--- config.mk ---
export PLATFORM = sky130hd
export DESIGN_NAME = fp_round_stage
export DESIGN_NICKNAME = d
export VERILOG_FILES = /design/src/rtl/fp_round_stage.sv
export SDC_FILE = /design/constraint.sdc
export NUM_CORES = 1
export LEC_CHECK = 0
export BUFFER_PORTS_ARGS = -buffer_cell sky130_fd_sc_hd__buf_4
export CAP_MARGIN = 40
export CORE_MARGIN = 4
export CORE_UTILIZATION = 40
export CTS_CLUSTER_SIZE = 28
export DETAILED_ROUTE_END_ITERATION = 16
export GPL_TIMING_DRIVEN = 0
export MAX_ROUTING_LAYER = met4
export PLACE_DENSITY = 0.72
export SETUP_SLACK_MARGIN = 0.15
export SYNTH_ARGS = -nofsm -noshare
export SYNTH_HDL_FRONTEND = slang
export SYNTH_SLANG_ARGS = --single-unit
export TNS_END_PERCENT = 1
--- constraint.sdc ---
create_clock -name clk -period 2.7 [get_ports clk]
set_input_delay 0.135 -clock clk [delete_from_list [all_inputs] [get_ports clk]]
set_output_delay 0.135 -clock clk [all_outputs]
set_load 0.005 [all_outputs]
--- src/rtl/fp_round_stage.sv ---
// Two-stage IEEE-754 rounding/packing stage: RISC-V rounding modes, carry-out, overflow and fflags.
// Optional flush-to-zero of subnormal results when FPU_ROUND_FTZ_EN is defined.
module fp_round_stage #(
   parameter int unsigned EXP_BITS = 8,
   parameter int unsigned MAN_BITS = 23
) (
   input  logic                         clk,
   input  logic                         reset_n,
   input  logic                         in_valid,
   output logic                         in_ready,
   input  logic                         in_sgn,
   input  logic [EXP_BITS+1:0]          in_exp,
   input  logic [MAN_BITS:0]            in_man,
   input  logic                         in_guard,
   input  logic                         in_sticky,
   input  logic [2:0]                   in_rm,
   input  logic                         in_special,
   input  logic [EXP_BITS+MAN_BITS:0]   in_special_val,
   input  logic [4:0]                   in_flags,
   output logic                         out_valid,
   input  logic                         out_ready,
   output logic [EXP_BITS+MAN_BITS:0]   out_result,
   output logic [4:0]                   out_fflags
);

   localparam int unsigned EW = EXP_BITS + 2;
   localparam int unsigned XW = EXP_BITS + 3;
   localparam int unsigned MW = MAN_BITS + 1;
   localparam int unsigned RW = MAN_BITS + 2;
   localparam int unsigned FW = EXP_BITS + MAN_BITS + 1;

   localparam logic [2:0] RM_RTZ = 3'b001;
   localparam logic [2:0] RM_RDN = 3'b010;
   localparam logic [2:0] RM_RUP = 3'b011;
   localparam logic [2:0] RM_RMM = 3'b100;

   localparam logic [4:0] FLG_OF = 5'b00100;
   localparam logic [4:0] FLG_UF = 5'b00010;
   localparam logic [4:0] FLG_NX = 5'b00001;

   localparam logic signed [XW-1:0] EXP_MAX = XW'((1 << EXP_BITS) - 1);

   logic                r1_valid;
   logic                r1_sgn;
   logic [EW-1:0]       r1_exp;
   logic [MW-1:0]       r1_man;
   logic                r1_inc;
   logic                r1_inexact;
   logic                r1_tiny;
   logic [2:0]          r1_rm;
   logic                r1_special;
   logic [FW-1:0]       r1_special_val;
   logic [4:0]          r1_flags;

   logic                r_out_valid;
   logic [FW-1:0]       r_out_result;
   logic [4:0]          r_out_fflags;

   logic                w_s1_adv;
   logic                w_s2_adv;
   logic                w_inexact;
   logic                w_inc;
   logic                w_tiny;
   logic [RW-1:0]       w_man_r;
   logic                w_carry;
   logic signed [XW-1:0] w_exp_x;
   logic signed [XW-1:0] w_exp_r;
   logic [MAN_BITS-1:0] w_frac;
   logic                w_ovf;
   logic                w_sat_max;
   logic [FW-1:0]       w_result;
   logic [4:0]          w_flags;

   assign w_s2_adv  = ~r_out_valid | out_ready;
   assign w_s1_adv  = ~r1_valid | w_s2_adv;
   assign in_ready  = ~r1_valid | ~r_out_valid | out_ready;

   assign out_valid  = r_out_valid;
   assign out_result = r_out_result;
   assign out_fflags = r_out_fflags;

   // Round-increment decision; reserved modes fall back to RNE
   assign w_inexact = in_guard | in_sticky;
   assign w_tiny    = (in_exp == '0) & ~in_man[MAN_BITS];

   always_comb begin
      w_inc = in_guard & (in_sticky | in_man[0]);
      case (in_rm)
         RM_RTZ:  w_inc = 1'b0;
         RM_RDN:  w_inc = w_inexact & in_sgn;
         RM_RUP:  w_inc = w_inexact & ~in_sgn;
         RM_RMM:  w_inc = in_guard;
         default: ;
      endcase
   end

   always_ff @(posedge clk) begin
      if (!reset_n) begin
         r1_valid       <= 1'b0;
         r1_sgn         <= 1'b0;
         r1_exp         <= '0;
         r1_man         <= '0;
         r1_inc         <= 1'b0;
         r1_inexact     <= 1'b0;
         r1_tiny        <= 1'b0;
         r1_rm          <= '0;
         r1_special     <= 1'b0;
         r1_special_val <= '0;
         r1_flags       <= '0;
      end else if (w_s1_adv) begin
         r1_valid <= in_valid;
         if (in_valid) begin
            r1_sgn         <= in_sgn;
            r1_exp         <= in_exp;
            r1_man         <= in_man;
            r1_inc         <= w_inc;
            r1_inexact     <= w_inexact;
            r1_tiny        <= w_tiny;
            r1_rm          <= in_rm;
            r1_special     <= in_special;
            r1_special_val <= in_special_val;
            r1_flags       <= in_flags;
         end
      end
   end

   // Mantissa increment with carry-out renormalisation and subnormal-to-normal promotion
   assign w_man_r = RW'(r1_man) + RW'(r1_inc);
   assign w_carry = w_man_r[MAN_BITS+1];
   assign w_exp_x = {r1_exp[EW-1], r1_exp};

   always_comb begin
      w_exp_r = w_exp_x;
      w_frac  = w_man_r[MAN_BITS-1:0];
      if (w_carry) begin
         w_frac  = w_man_r[MAN_BITS:1];
         w_exp_r = w_exp_x + XW'(1);
      end else if ((r1_exp == '0) && w_man_r[MAN_BITS]) begin
         w_exp_r = XW'(1);
      end
   end

   assign w_ovf     = (w_exp_r >= EXP_MAX);
   assign w_sat_max = (r1_rm == RM_RTZ) | ((r1_rm == RM_RDN) & ~r1_sgn) |
                      ((r1_rm == RM_RUP) & r1_sgn);

`ifdef FPU_ROUND_FTZ_EN
   logic w_ftz;
   assign w_ftz = r1_exp[EW-1] | (r1_exp == '0);
`endif

   always_comb begin
      w_flags  = r1_flags | {3'b000, r1_tiny & r1_inexact, r1_inexact};
      w_result = {r1_sgn, w_exp_r[EXP_BITS-1:0], w_frac};
      if (w_ovf) begin
         w_flags  = w_flags | FLG_OF | FLG_NX;
         w_result = w_sat_max ? {r1_sgn, {(EXP_BITS-1){1'b1}}, 1'b0, {MAN_BITS{1'b1}}}
                              : {r1_sgn, {EXP_BITS{1'b1}}, {MAN_BITS{1'b0}}};
      end
`ifdef FPU_ROUND_FTZ_EN
      if (w_ftz) begin
         w_result = {r1_sgn, {(FW-1){1'b0}}};
         w_flags  = r1_flags | FLG_UF | FLG_NX;
      end
`endif
      if (r1_special) begin
         w_result = r1_special_val;
         w_flags  = r1_flags;
      end
   end

   always_ff @(posedge clk) begin
      if (!reset_n) begin
         r_out_valid  <= 1'b0;
         r_out_result <= '0;
         r_out_fflags <= '0;
      end else if (w_s2_adv) begin
         r_out_valid <= r1_valid;
         if (r1_valid) begin
            r_out_result <= w_result;
            r_out_fflags <= w_flags;
         end
      end
   end

`ifndef FPU_ROUND_FTZ_EN
   // Negative exponents are only legal when flush-to-zero is built in
   a_exp_nonneg: assert property (@(posedge clk) disable iff (!reset_n)
      (in_valid && in_ready && !in_special) |-> !in_exp[EXP_BITS+1]);
`endif

endmodule

==> Implementation_results.wiki, run 1 <==
{| class="wikitable"
! Metric !! Value
|-
| Outcome || finished with violations
|-
| Failing checks || setup timing
|-
| Later-pin clock latency in the skew report || between 400 and 500 ps
|-
| Crit Path Category || flop to flop
|-
| Num CTS Buffers || 17
|-
| Clock Skew || around 12 ps
|-
| Starting utilization of the core area || 41.2%
|-
| Number of enable-type register cells in the synthesized netlist || 0
|-
| Cell area after synthesis || 0.00577 sq mm
|-
| Worst setup SP type || flop
|-
| Tcrit/Tclk final || 102%
|-
| Post-detailed-route DRC marker count || 0
|-
| Number of rows in the core area || between 40 and 50
|-
| Number of nets still failing antenna checks after routing || 0
|-
| Syn Nets || 822
|-
| Iteration count of the initial detailed-routing pass || 5
|-
| Sum of met2 wire segment lengths after detailed routing || between 9000 and 10000 um
|-
| Cell with the biggest individual delay on the critical path || or4_4
|-
| Worst path arrival time || between 3000 and 4000 ps
|-
| Detailed router's first-iteration violation count || 340
|-
| Routed len/inst || ~16 um
|-
| Worst path max stage delay || roughly 480 ps
|-
| Worst Setup Slack post-DPL || -319 ps
|-
| Unique masters post-synth || 57
|-
| Final setup violating endpoints || 17
|-
| Number of placed cells counting well taps || 1036
|-
| Max-cap viol count || 0
|-
| Reg2reg path depth || 11
|-
| Mean cell area of the mapped netlist || around 7.8 sq um
|-
| Aggregate global-route resource usage || 23.6%
|-
| Commonest cells post-synth || 207 x nand2_1, 118 x dfxtp_1, 79 x a21boi_0, 46 x o21ai_0, 42 x clkbuf_1
|-
| Cell count after synthesis || 736
|-
| HPWL after detailed placement || 13300 um
|-
| Top flip-flop cell by instance count after synthesis || dfxtp_1
|-
| Yosys warning total || 0
|-
| Overall overflow remaining after global route || 0
|-
| Largest cells by area after synthesis || dfxtp_1 41%, nand2_1 13%, a21boi_0 10%, o21ai_0 4.0%, clkbuf_1 2.7%
|-
| DIE AREA || 0.0164 sq mm
|-
| Kind of end point of the critical path || flop
|-
| Die outline width || roughly 130 um
|-
| Fmax achieved || approximately 360 MHz
|-
| Final GP Congestion || about 0.90
|-
| Number of top-level design ports || 121
|-
| Die Y-Extent || 128 um
|-
| Number of buffer and inverter stages on the critical path || 1
|-
| CTS HTree Levels || 4
|-
| Worst-Margin Slew || 666 ps
|-
| Min Tclk post-route || 2750 ps
|-
| Sum of routed wire segments on met1 || 7900 um
|-
| Post-synthesis sequential element count || 118
|-
| Type of the most critical hold path || input port to flop
|-
| Setup_tns || -482 ps
|-
| Largest fanout on the critical path || 10
|-
| Post-route worst setup slack || -45.8 ps
|-
| Sequential area share after synthesis || 41.0%
|-
| Total core area || 0.0140 sq mm
|-
| Met3 routed WL || 1230 um
|-
| Net count reported at finish || about 1000
|-
| Area Growth Syn to Fin || 47.7%
|-
| Maximum number of buffers from clock root to sink || 2
|-
| Number of cells on the critical path || 11
|-
| Diode count || 0
|-
| Avg Vias per Cell || 5.30
|-
| Crit-path leading delay family || simple AND/OR/NAND/NOR gates
|-
| Headroom to the max-slew limit || 55.6%
|-
| Antenna violations before repair || 0
|-
| CTS Root Cell || clkbuf_16
|-
| Via count of the first global-routing pass || 6176
|-
| Largest net degree at the start of global routing || 17
|-
| Synth top area share || 41.0%
|-
| Clock Sinks || roughly 120
|-
| First-pass GRT wire length || 29700 um
|-
| Data required time at the worst endpoint || 3000 ps
|-
| Final Hold Violating Endpoints || 0
|-
| Pwr Density || 592 mW/mm^2
|-
| DR top layer || met4
|-
| Final slew viol count || 0
|-
| Cell count of the worst hold path || 3
|-
| Worst path cell trace || ha_4 -> ha_4 -> and3_4 -> nand4_4 -> or4_4 -> or3_4 -> xnor2_4 -> nand4_4 -> buf_6 -> a32oi_1 -> a21oi_1
|-
| Fraction of final layout cells with drive strength greater than 1 || around a quarter
|-
| Number of vias in the routed layout || 6101
|-
| Most common cell in the netlist || nand2_1
|-
| Total leakage power || 3.42 nW
|-
| Number of buffer cells added on primary ports || 120
|-
| TritonCTS clock tree || done
|-
| Final standard cell count with taps included and fillers excluded || 1152
|-
| Async set-or-reset flop fraction in the synthesized netlist || 0%
|-
| Unrepaired setup endpoints after global routing || yes
|-
| Clock input transition at the sequential cells of the worst setup and hold paths || 60 ps
|-
| Yosys top cell by area || dfxtp_1
|-
| Post-Route WL || around 19000 um
|-
| Worst voltage drop across the vdd grid || 451 uV
|}
[layout by cell type (no fill, tap or decap), types with 3 or more instances in the layout]
cell,count
xor2_1,7
and2_1,4
inv_1,6
nor4_4,3
a21oi_2,9
or3_1,6
nor2b_1,4
o21ai_0,42
nand2_1,207
clkbuf_2,4
nand4_1,12
a32oi_1,4
o211ai_1,8
nor3_1,3
buf_4,136
nand2b_1,4
a31oi_1,11
nor2_1,30
buf_6,3
dfxtp_1,104
a21oi_1,15
bufinv_16,4
o211a_1,4
clkinv_2,3
xnor2_1,16
dlygate4sd3_1,68
buf_1,3
and3_1,5
clkbuf_16,17
a21boi_0,79
clkbuf_8,5
a31oi_2,4
a211oi_1,3
nor4_1,6
nand3_1,17
o21ai_1,16
dfxtp_2,12
clkbuf_1,40
[registers in the layout, indices dropped and copies added (netlist names)]
| name | cells |
|---|---|
| out_fflags | 5 |
| out_result | 32 |
| out_valid | 1 |
| r1_exp | 10 |
| r1_flags | 5 |
| r1_inc | 1 |
| r1_inexact | 1 |
| r1_man | 24 |
| r1_rm | 3 |
| r1_sgn | 1 |
| r1_special | 1 |
| r1_special_val | 32 |
| r1_tiny | 1 |
| r1_valid | 1 |
[layer usage]
layer | up-vias | track usage [%]
met4 | 0 | 8.36
met5 | - | -
li1 | 3015 | -
met1 | 2856 | 28.0
met2 | 202 | 39.1
met3 | 28 | 5.63
[through the flow]
step / hold slack (ps) / cell area, sq um / utilization (%) / power (mW)
after CTS: 0.138 / 8430 / 60.3 / 5.05
after detailed placement: 389 / 6930 / 49.6 / 2.51
after global routing: 9.79 / 8520 / 60.9 / 5.21
final: 5.38 / 8520 / 60.9 / 5.04
after global placement: 385 / 6930 / 49.6 / 2.50
after floorplan: 272 / 5810 / - / 2.23
[worst reg2reg max path, delay by kind of cell, from the launching register on]
kind	cells	cell delay, ps
and+or+nand+nor	5	1320
DFF	1	350
adders and majority gates	2	300
AOI/OAI and AO/OA	2	270
xor gates and xnor gates	1	190
buffers and inverters	1	180
[cells by family (layout without fill, tap and decap cells)]
| logic type | after synthesis | after routing | synth area share [%] |
|---|---|---|---|
| and+or+nand+nor | 318 | 318 | 25.2 |
| AOI/OAI and AO/OA | 212 | 212 | 24.3 |
| DFF | 118 | 118 | 41.0 |
| buffers and inverters | 57 | 293 | 4.14 |
| xor gates and xnor gates | 24 | 24 | 3.97 |
| adders and majority gates | 4 | 4 | 0.868 |
| muxes | 3 | 3 | 0.564 |
[power by group]
group	internal (mW)	switching [mW]	total [mW]	leakage, nW
clock	1.66	0.787	2.45	0.316
sequential	1.84	0.0846	1.93	0.975
combinational	0.337	0.329	0.666	2.13
[path summary, 6_finish.rpt]
check / slack [ps] / from / to
max: -50 / r1_inc / out_result[11]
min: 5 / in_man[14] / r1_man[14]
max reg2reg: -50 / r1_inc / out_result[11]
min reg2reg: 450 / out_result[22] / out_result[22]
[layout make-up]
| cell class | count | area (sq um) |
|---|---|---|
| fill | 1257 | 5470 |
| multi-input combinational | 561 | 3310 |
| sequential | 118 | 2380 |
| timing repair buffer | 204 | 1700 |
| clock buffer | 24 | 502 |
| buffer | 50 | 228 |
| tap | 180 | 225 |
| clock inverter | 8 | 143 |
| inverter | 7 | 26.3 |
[timing repair]
action                                 in CTS  in global routing
setup endpoints to repair                  33                 35
gates resized for setup                    32                 18
hold buffers                               68                  0
pin swaps                                  11                  5
setup buffers                               8                  8
endpoints found under the hold margin      68                  0
Note: power is estimated with default switching activity, not from simulation.
==> inputs of run 2 (changes only) <==
- CORE_UTILIZATION: 40 -> 35
- PLACE_DENSITY: 0.72 -> 0.65
- REMOVE_ABC_BUFFERS: unset -> 1
==> run 2 against run 1 <==
Against the previous run:
- the flow still finishes with violations (setup timing)
- sequential share of layout area down 0.12 points
- hold slack got worse by 3.5 ps
- final area down 0.15%
- clock power shrank 3%
- clock skew is 1.7 ps lower
- via count is 3.7% lower
- final cell count down 0.87%
- largest power group unchanged
- highest routed layer unchanged
==> Implementation_results.wiki, run 2 (same netlist as run 1, synthesis figures left out) <==
{| class="wikitable"
! Metric !! Value
|-
| Number of top-level design ports || 121 (unchanged)
|-
| Final GP Congestion || 0.844 (was 0.904)
|-
| Post-route worst setup slack || -193 ps (was -45.8 ps)
|-
| Final cell utilization of the core || 53.2% (was 60.9%)
|-
| Worst-case hold slack || 1.84 ps (was 5.38 ps)
|-
| Headroom to the max-slew limit || 42.2% (was 55.6%)
|-
| DIE AREA || 0.0186 sq mm (was 0.0164 sq mm)
|-
| Number of rows in the core area || 46 (was 43)
|-
| Unrepaired setup endpoints after global routing || yes (unchanged)
|-
| Routed len/inst || 15.6 um (was 16.2 um)
|-
| Die outline width || 136 um (was 128 um)
|-
| TritonCTS clock tree || done (unchanged)
|-
| Comb pwr share || 13.1% (was 13.2%)
|-
| Type of the most critical hold path || input port to flop (unchanged)
|-
| Data required time at the worst endpoint || 3000 ps (about the same)
|-
| Post-Route WL || 17800 um (was 18600 um)
|-
| Outcome || finished with violations (unchanged)
|-
| Worst setup SP type || flop (unchanged)
|-
| Worst path arrival time || 3190 ps (was 3050 ps)
|-
| Tcrit/Tclk final || 107% (was 102%)
|-
| Antenna violations before repair || 0 (unchanged)
|-
| Max-cap viol count || 0 (unchanged)
|-
| Crit Path Category || flop to flop (unchanged)
|-
| CTS HTree Levels || 4 (unchanged)
|-
| Maximum number of buffers from clock root to sink || 2 (unchanged)
|-
| Die Y-Extent || 136 um (was 128 um)
|-
| Detailed router's first-iteration violation count || 431 (was 340)
|-
| Fillers || 1550 (was 1257)
|-
| Clock Skew || 10.7 ps (was 12.4 ps)
|-
| Total leakage power || 3.36 nW (was 3.42 nW)
|-
| Net switching power figure || 1.18 mW (was 1.20 mW)
|-
| Final setup violating endpoints || 22 (was 17)
|-
| Number of nets still failing antenna checks after routing || 0 (unchanged)
|-
| Starting utilization of the core area || 36.0% (was 41.2%)
|-
| Total core area || 0.0160 sq mm (was 0.0140 sq mm)
|-
| Most used cells in the layout excluding fill and tap cells || 205 x nand2_1, 137 x buf_4, 111 x dfxtp_1 (was 207 x nand2_1, 136 x buf_4, 104 x dfxtp_1)
|-
| Largest net degree at the start of global routing || 96 (was 17)
|-
| Worst voltage drop across the vdd grid || 440 uV (was 451 uV)
|-
| Min Tclk post-route || 2890 ps (was 2750 ps)
|-
| First-pass GRT wire length || 28100 um (was 29700 um)
|-
| Fraction of final layout cells with drive strength greater than 1 || 24.6% (was 23.6%)
|-
| Later-pin clock latency in the skew report || 410 ps (was 420 ps)
|-
| Kind of end point of the critical path || flop (unchanged)
|-
| Post-detailed-route DRC marker count || 0 (unchanged)
|-
| Pwr Density || 583 mW/mm^2 (was 592 mW/mm^2)
|-
| Switching power share of the total || 23.9% (was 23.8%)
|-
| HPWL after detailed placement || 11500 um (was 13300 um)
|-
| Net count reported at finish || 1001 (was 1045)
|-
| Final slew viol count || 0 (unchanged)
|-
| Number of buffer cells added on primary ports || 120 (unchanged)
|-
| Power Internal || 3.78 mW (was 3.84 mW)
|-
| Setup_tns || -2950 ps (was -482 ps)
|-
| CTS Root Cell || clkbuf_16 (unchanged)
|-
| Failing checks || setup timing (unchanged)
|-
| Via count of the first global-routing pass || 5684 (was 6176)
|-
| Sequential group share of total power || 38.9% (was 38.2%)
|-
| Iteration count of the initial detailed-routing pass || 5 (unchanged)
|-
| Aggregate global-route resource usage || 19.6% (was 23.6%)
|-
| Leading cell type in the layout, fill and taps excluded || nand2_1 (unchanged)
|-
| Total power draw || 4.96 mW (was 5.04 mW)
|-
| Fmax achieved || 346 MHz (was 364 MHz)
|-
| Clock input transition at the sequential cells of the worst setup and hold paths || 60 ps (about the same)
|-
| Largest fanout on the critical path || 6 (was 10)
|-
| Overall overflow remaining after global route || 0 (unchanged)
|-
| Num CTS Buffers || 17 (unchanged)
|-
| Clock share of power || 48.0% (was 48.6%)
|-
| Clock Sinks || 118 (unchanged)
|-
| Diode count || 0 (unchanged)
|-
| Worst Setup Slack post-DPL || -647 ps (was -319 ps)
|-
| Number of vias in the routed layout || 5878 (was 6101)
|-
| Worst-Margin Slew || 868 ps (was 666 ps)
|-
| Avg Vias per Cell || 5.15 (was 5.30)
|-
| Final Hold Violating Endpoints || 0 (unchanged)
|-
| Area Growth Syn to Fin || 47.5% (was 47.7%)
|}
[run 2: changes by cell type in the layout (fill, tap and decap cells not counted), sizes merged]
cell and change:
buf -3, clkbuf -45, clkinvlp +1, dlygate4sd3 -2
nand4 +3
[run 2: final cells by class]
class	instances	area (sq um)	share of cell area [%]
clock buffer	21	470	5.53
clock inverter	9	150	1.77
inverter	7	26.3	0.309
multi-input combinational	564	3470	40.8
sequential	118	2370	27.9
tap	216	270	3.18
timing repair buffer	207	1750	20.6
[run 2: critical path, stage by stage, from the launching register on]
cell,delay (ps)
dfxtp_2,350
ha_4,170
ha_4,140
and3_4,200
nand4_4,130
or4_4,470
or3_4,380
xnor2_4,350
nand4_4,250
a32oi_1,250
a21oi_1,80
[run 2: layer usage]
metal,global-route usage [%],wire (um)
met1,24.1,7920
met2,32.7,8700
met3,4.52,953
met4,4.98,227
met5,-,0
[run 2: power groups by stage]
| stage | clock [mW] | combinational (mW) | sequential [mW] |
|---|---|---|---|
| floorplan | 0 | 0.259 | 1.94 |
| global placement | 0 | 0.512 | 1.96 |
| detailed placement | 0 | 0.523 | 1.96 |
| CTS | 2.42 | 0.636 | 1.93 |
| global route | 2.49 | 0.712 | 1.94 |
| finish | 2.38 | 0.648 | 1.93 |
[run 2: timing repair]
item                                    CTS  global route
buffers inserted                         10             6
pin swaps                                20            13
hold buffers                             66             0
endpoints found under the setup margin   33            33
gates resized for setup                  47             9
hold endpoints to repair                 66             0
cloned                                    3             0
[run 2: metrics by stage]
| step | cells | cell area, sq um |
|---|---|---|
| floorplan | 686 | 5550 |
| global placement | 1022 | 6730 |
| detailed placement | 1027 | 6800 |
| CTS | 1136 | 8430 |
| global route | 1142 | 8500 |
| finish | 1142 | 8500 |
[run 2: worst paths after layout]
kind / start / end / slack [ps] / depth (start not counted)
hold reg to reg: out_result[18] / out_result[18] / 450 / 2
hold / removal: in_exp[5] / r1_exp[5] / 2 / 3
setup reg to reg: r1_inc / out_result[1] / -190 / 10
setup / recovery: r1_inc / out_result[1] / -190 / 10
==> inputs of run 3 (changes only) <==
- CTS_BUF_LIST: unset -> sky130_fd_sc_hd__clkbuf_16
- PLACE_DENSITY: 0.65 -> 0.59
==> run 3 against run 2 <==
Against the previous run:
- the flow still finishes with violations (setup timing)
- wire length is 0.99% lower
- die area stayed put
- combinational power up 0.8%
- first-iteration DRC count fell by 3.9%
- core utilization barely moved
- non-clock buffer count rose by 3
- maximum frequency is 1.8% higher
- sequential share of layout area increased by 0.055 points
- flip-flop and latch count is the same
- clock power down 8%
==> Implementation_results.wiki, run 3 (same netlist as run 1, synthesis figures left out) <==
{| class="wikitable"
! Metric !! Value
|-
| Type of the most critical hold path || input port to flop (unchanged)
|-
| Total power draw || 4.77 mW (was 4.96 mW)
|-
| Launch instance of the worst min-delay path || in_man[13] (was in_exp[5])
|-
| Fmax achieved || 352 MHz (was 346 MHz)
|-
| Final slew viol count || 0 (unchanged)
|-
| Routed len/inst || 15.4 um (was 15.6 um)
|-
| Detailed router's first-iteration violation count || 414 (was 431)
|-
| Worst-case hold slack || 21.3 ps (was 1.84 ps)
|-
| Leading cell type in the layout, fill and taps excluded || nand2_1 (unchanged)
|-
| Worst voltage drop across the vdd grid || 460 uV (was 440 uV)
|-
| Num CTS Buffers || 17 (unchanged)
|-
| Via count of the first global-routing pass || 5743 (was 5684)
|-
| Pwr Density || 561 mW/mm^2 (was 583 mW/mm^2)
|-
| Number of cells on the critical path || 10 (unchanged)
|-
| DIE AREA || 0.0186 sq mm (unchanged)
|-
| CTS HTree Levels || 4 (unchanged)
|-
| Iteration count of the initial detailed-routing pass || 5 (unchanged)
|-
| Clock input transition at the sequential cells of the worst setup and hold paths || 60 ps (about the same)
|-
| Data required time at the worst endpoint || 3000 ps (about the same)
|-
| Instance area at placement || 0.00683 sq mm (was 0.00680 sq mm)
|-
| Number of placed cells counting well taps || 1027 (unchanged)
|-
| Antenna violations before repair || 0 (unchanged)
|-
| Worst path max stage delay || 470 ps (about the same)
|-
| Avg Vias per Cell || 5.09 (was 5.15)
|-
| Setup_tns || -1950 ps (was -2950 ps)
|-
| Critical Path Source || r1_inc (unchanged)
|-
| Crit path to || out_result[7] (was out_result[1])
|-
| Number of nets still failing antenna checks after routing || 0 (unchanged)
|-
| Cell area after layout || 0.00851 sq mm (was 0.00850 sq mm)
|-
| Worst-Margin Slew || 844 ps (was 868 ps)
|-
| Largest fanout on the critical path || 5 (was 6)
|-
| Overall overflow remaining after global route || 0 (unchanged)
|-
| Kind of end point of the critical path || flop (unchanged)
|-
| Net count reported at finish || 1004 (was 1001)
|-
| Reg2reg path depth || 10 (unchanged)
|-
| Largest net degree at the start of global routing || 96 (unchanged)
|-
| Post-Route WL || 17600 um (was 17800 um)
|-
| Fraction of final layout cells with drive strength greater than 1 || 24.4% (was 24.6%)
|-
| Clock Skew || 9.46 ps (was 10.7 ps)
|-
| Max-cap viol count || 0 (unchanged)
|-
| Final setup violating endpoints || 22 (unchanged)
|-
| Worst setup SP type || flop (unchanged)
|-
| Final Hold Violating Endpoints || 0 (unchanged)
|-
| Most used cells in the layout excluding fill and tap cells || 204 x nand2_1, 133 x buf_4, 107 x dfxtp_1 (was 205 x nand2_1, 137 x buf_4, 111 x dfxtp_1)
|-
| Worst Setup Slack post-DPL || -612 ps (was -647 ps)
|-
| TritonCTS clock tree || done (unchanged)
|-
| Aggregate global-route resource usage || 20.1% (was 19.6%)
|-
| Worst path arrival time || 3140 ps (was 3190 ps)
|-
| Area Growth Syn to Fin || 47.5% (about the same)
|-
| RR Endpoint || out_result[7] (was out_result[1])
|-
| Worst flop-to-flop path startpoint || r1_inc (unchanged)
|-
| Post-detailed-route DRC marker count || 0 (unchanged)
|-
| Tcrit/Tclk final || 105% (was 107%)
|-
| Failing checks || setup timing (unchanged)
|-
| Clock Sinks || 118 (unchanged)
|-
| R2R setup slack || -140 ps (was -190 ps)
|-
| Total core area || 0.0160 sq mm (unchanged)
|-
| Number of rows in the core area || 46 (unchanged)
|-
| Fillers || 1583 (was 1550)
|-
| HPWL after detailed placement || 11400 um (was 11500 um)
|-
| Total leakage power || 3.36 nW (about the same)
|-
| Final standard cell count with taps included and fillers excluded || 1145 (was 1142)
|-
| Diode count || 0 (unchanged)
|-
| Headroom to the max-slew limit || 43.8% (was 42.2%)
|-
| Crit-path leading delay family || simple AND/OR/NAND/NOR gates (unchanged)
|-
| Number of vias in the routed layout || 5833 (was 5878)
|-
| Die Y-Extent || 136 um (unchanged)
|-
| Cell with the biggest individual delay on the critical path || or4_4 (unchanged)
|-
| Unrepaired setup endpoints after global routing || yes (unchanged)
|-
| Min Tclk post-route || 2840 ps (was 2890 ps)
|-
| Starting utilization of the core area || 36.0% (unchanged)
|-
| First-pass GRT wire length || 28700 um (was 28100 um)
|-
| Number of buffer and inverter stages on the critical path || 0 (unchanged)
|-
| Final GP Congestion || 0.859 (was 0.844)
|-
| Die outline width || 136 um (unchanged)
|-
| CTS Root Cell || clkbuf_16 (unchanged)
|-
| Final cell utilization of the core || 53.2% (about the same)
|-
| Worst path cell trace || ha_4 -> ha_4 -> and3_4 -> nand4_4 -> or4_4 -> or3_4 -> xnor2_4 -> nand4_4 -> a32oi_1 -> a21oi_1 (unchanged)
|-
| Post-route worst setup slack || -142 ps (was -193 ps)
|-
| Maximum number of buffers from clock root to sink || 2 (unchanged)
|-
| Outcome || finished with violations (unchanged)
|-
| Number of top-level design ports || 121 (unchanged)
|-
| Crit Path Category || flop to flop (unchanged)
|-
| Later-pin clock latency in the skew report || 410 ps (about the same)
|-
| Number of buffer cells added on primary ports || 120 (unchanged)
|}
==> run 3: cell count changes in the layout (fill, tap and decap cells not counted), sizes merged <==
cell         previous run  this run
dlygate4sd3            66        72
buf                   141       138
inv                     7         8
clkbuf                 21        17
bufinv                  4         3
clkinv                  3         7
==> run 3: worst min-delay path, cell delays in order <==
cell and delay, ps:
buf_4 110, nand2_1 60, a21boi_0 70
==> run 3: report_power, final <==
| part | switching [mW] | internal, mW |
|---|---|---|
| sequential | 0.0897 | 1.84 |
| combinational | 0.309 | 0.343 |
| clock | 0.773 | 1.42 |
==> run 3: repair_timing <==
item / CTS / global route
hold buffers: 72 / 0
pin swaps: 24 / 14
gates cloned: 3 / 0
setup buffers: 8 / 5
resized for setup: 49 / 10
setup endpoints to repair: 33 / 33
hold endpoints to repair: 72 / 0
==> run 3: layout make-up <==
type | instances | area (sq um) | area share, %
flip-flops and latches | 118 | 2380 | 27.9
clock buffers | 17 | 425 | 5.00
clock inverters | 13 | 141 | 1.66
multi-input cells | 564 | 3450 | 40.6
well taps | 216 | 270 | 3.18
repair buffers | 210 | 1820 | 21.3
inverters | 7 | 26.3 | 0.309
==> run 3: how the worst min path moves through the flow <==
stage | to | slack [ps] | cells past startpoint
2_1_floorplan | out_valid | 250 | 1
3_3_place_gp | r1_valid | 380 | 3
3_5_place_dp | r1_flags[3] | 410 | 3
4_1_cts | r1_exp[8] | 1 | 3
5_1_grt | r1_man[19] | 30 | 3
6_report | r1_man[13] | 20 | 3
==> run 3: per-layer routing <==
layer  wire length (um)  GRT usage, %
met2               8490          32.6
met4                245          5.54
met5                  0             -
met1               7830          24.5
met3               1060          5.48
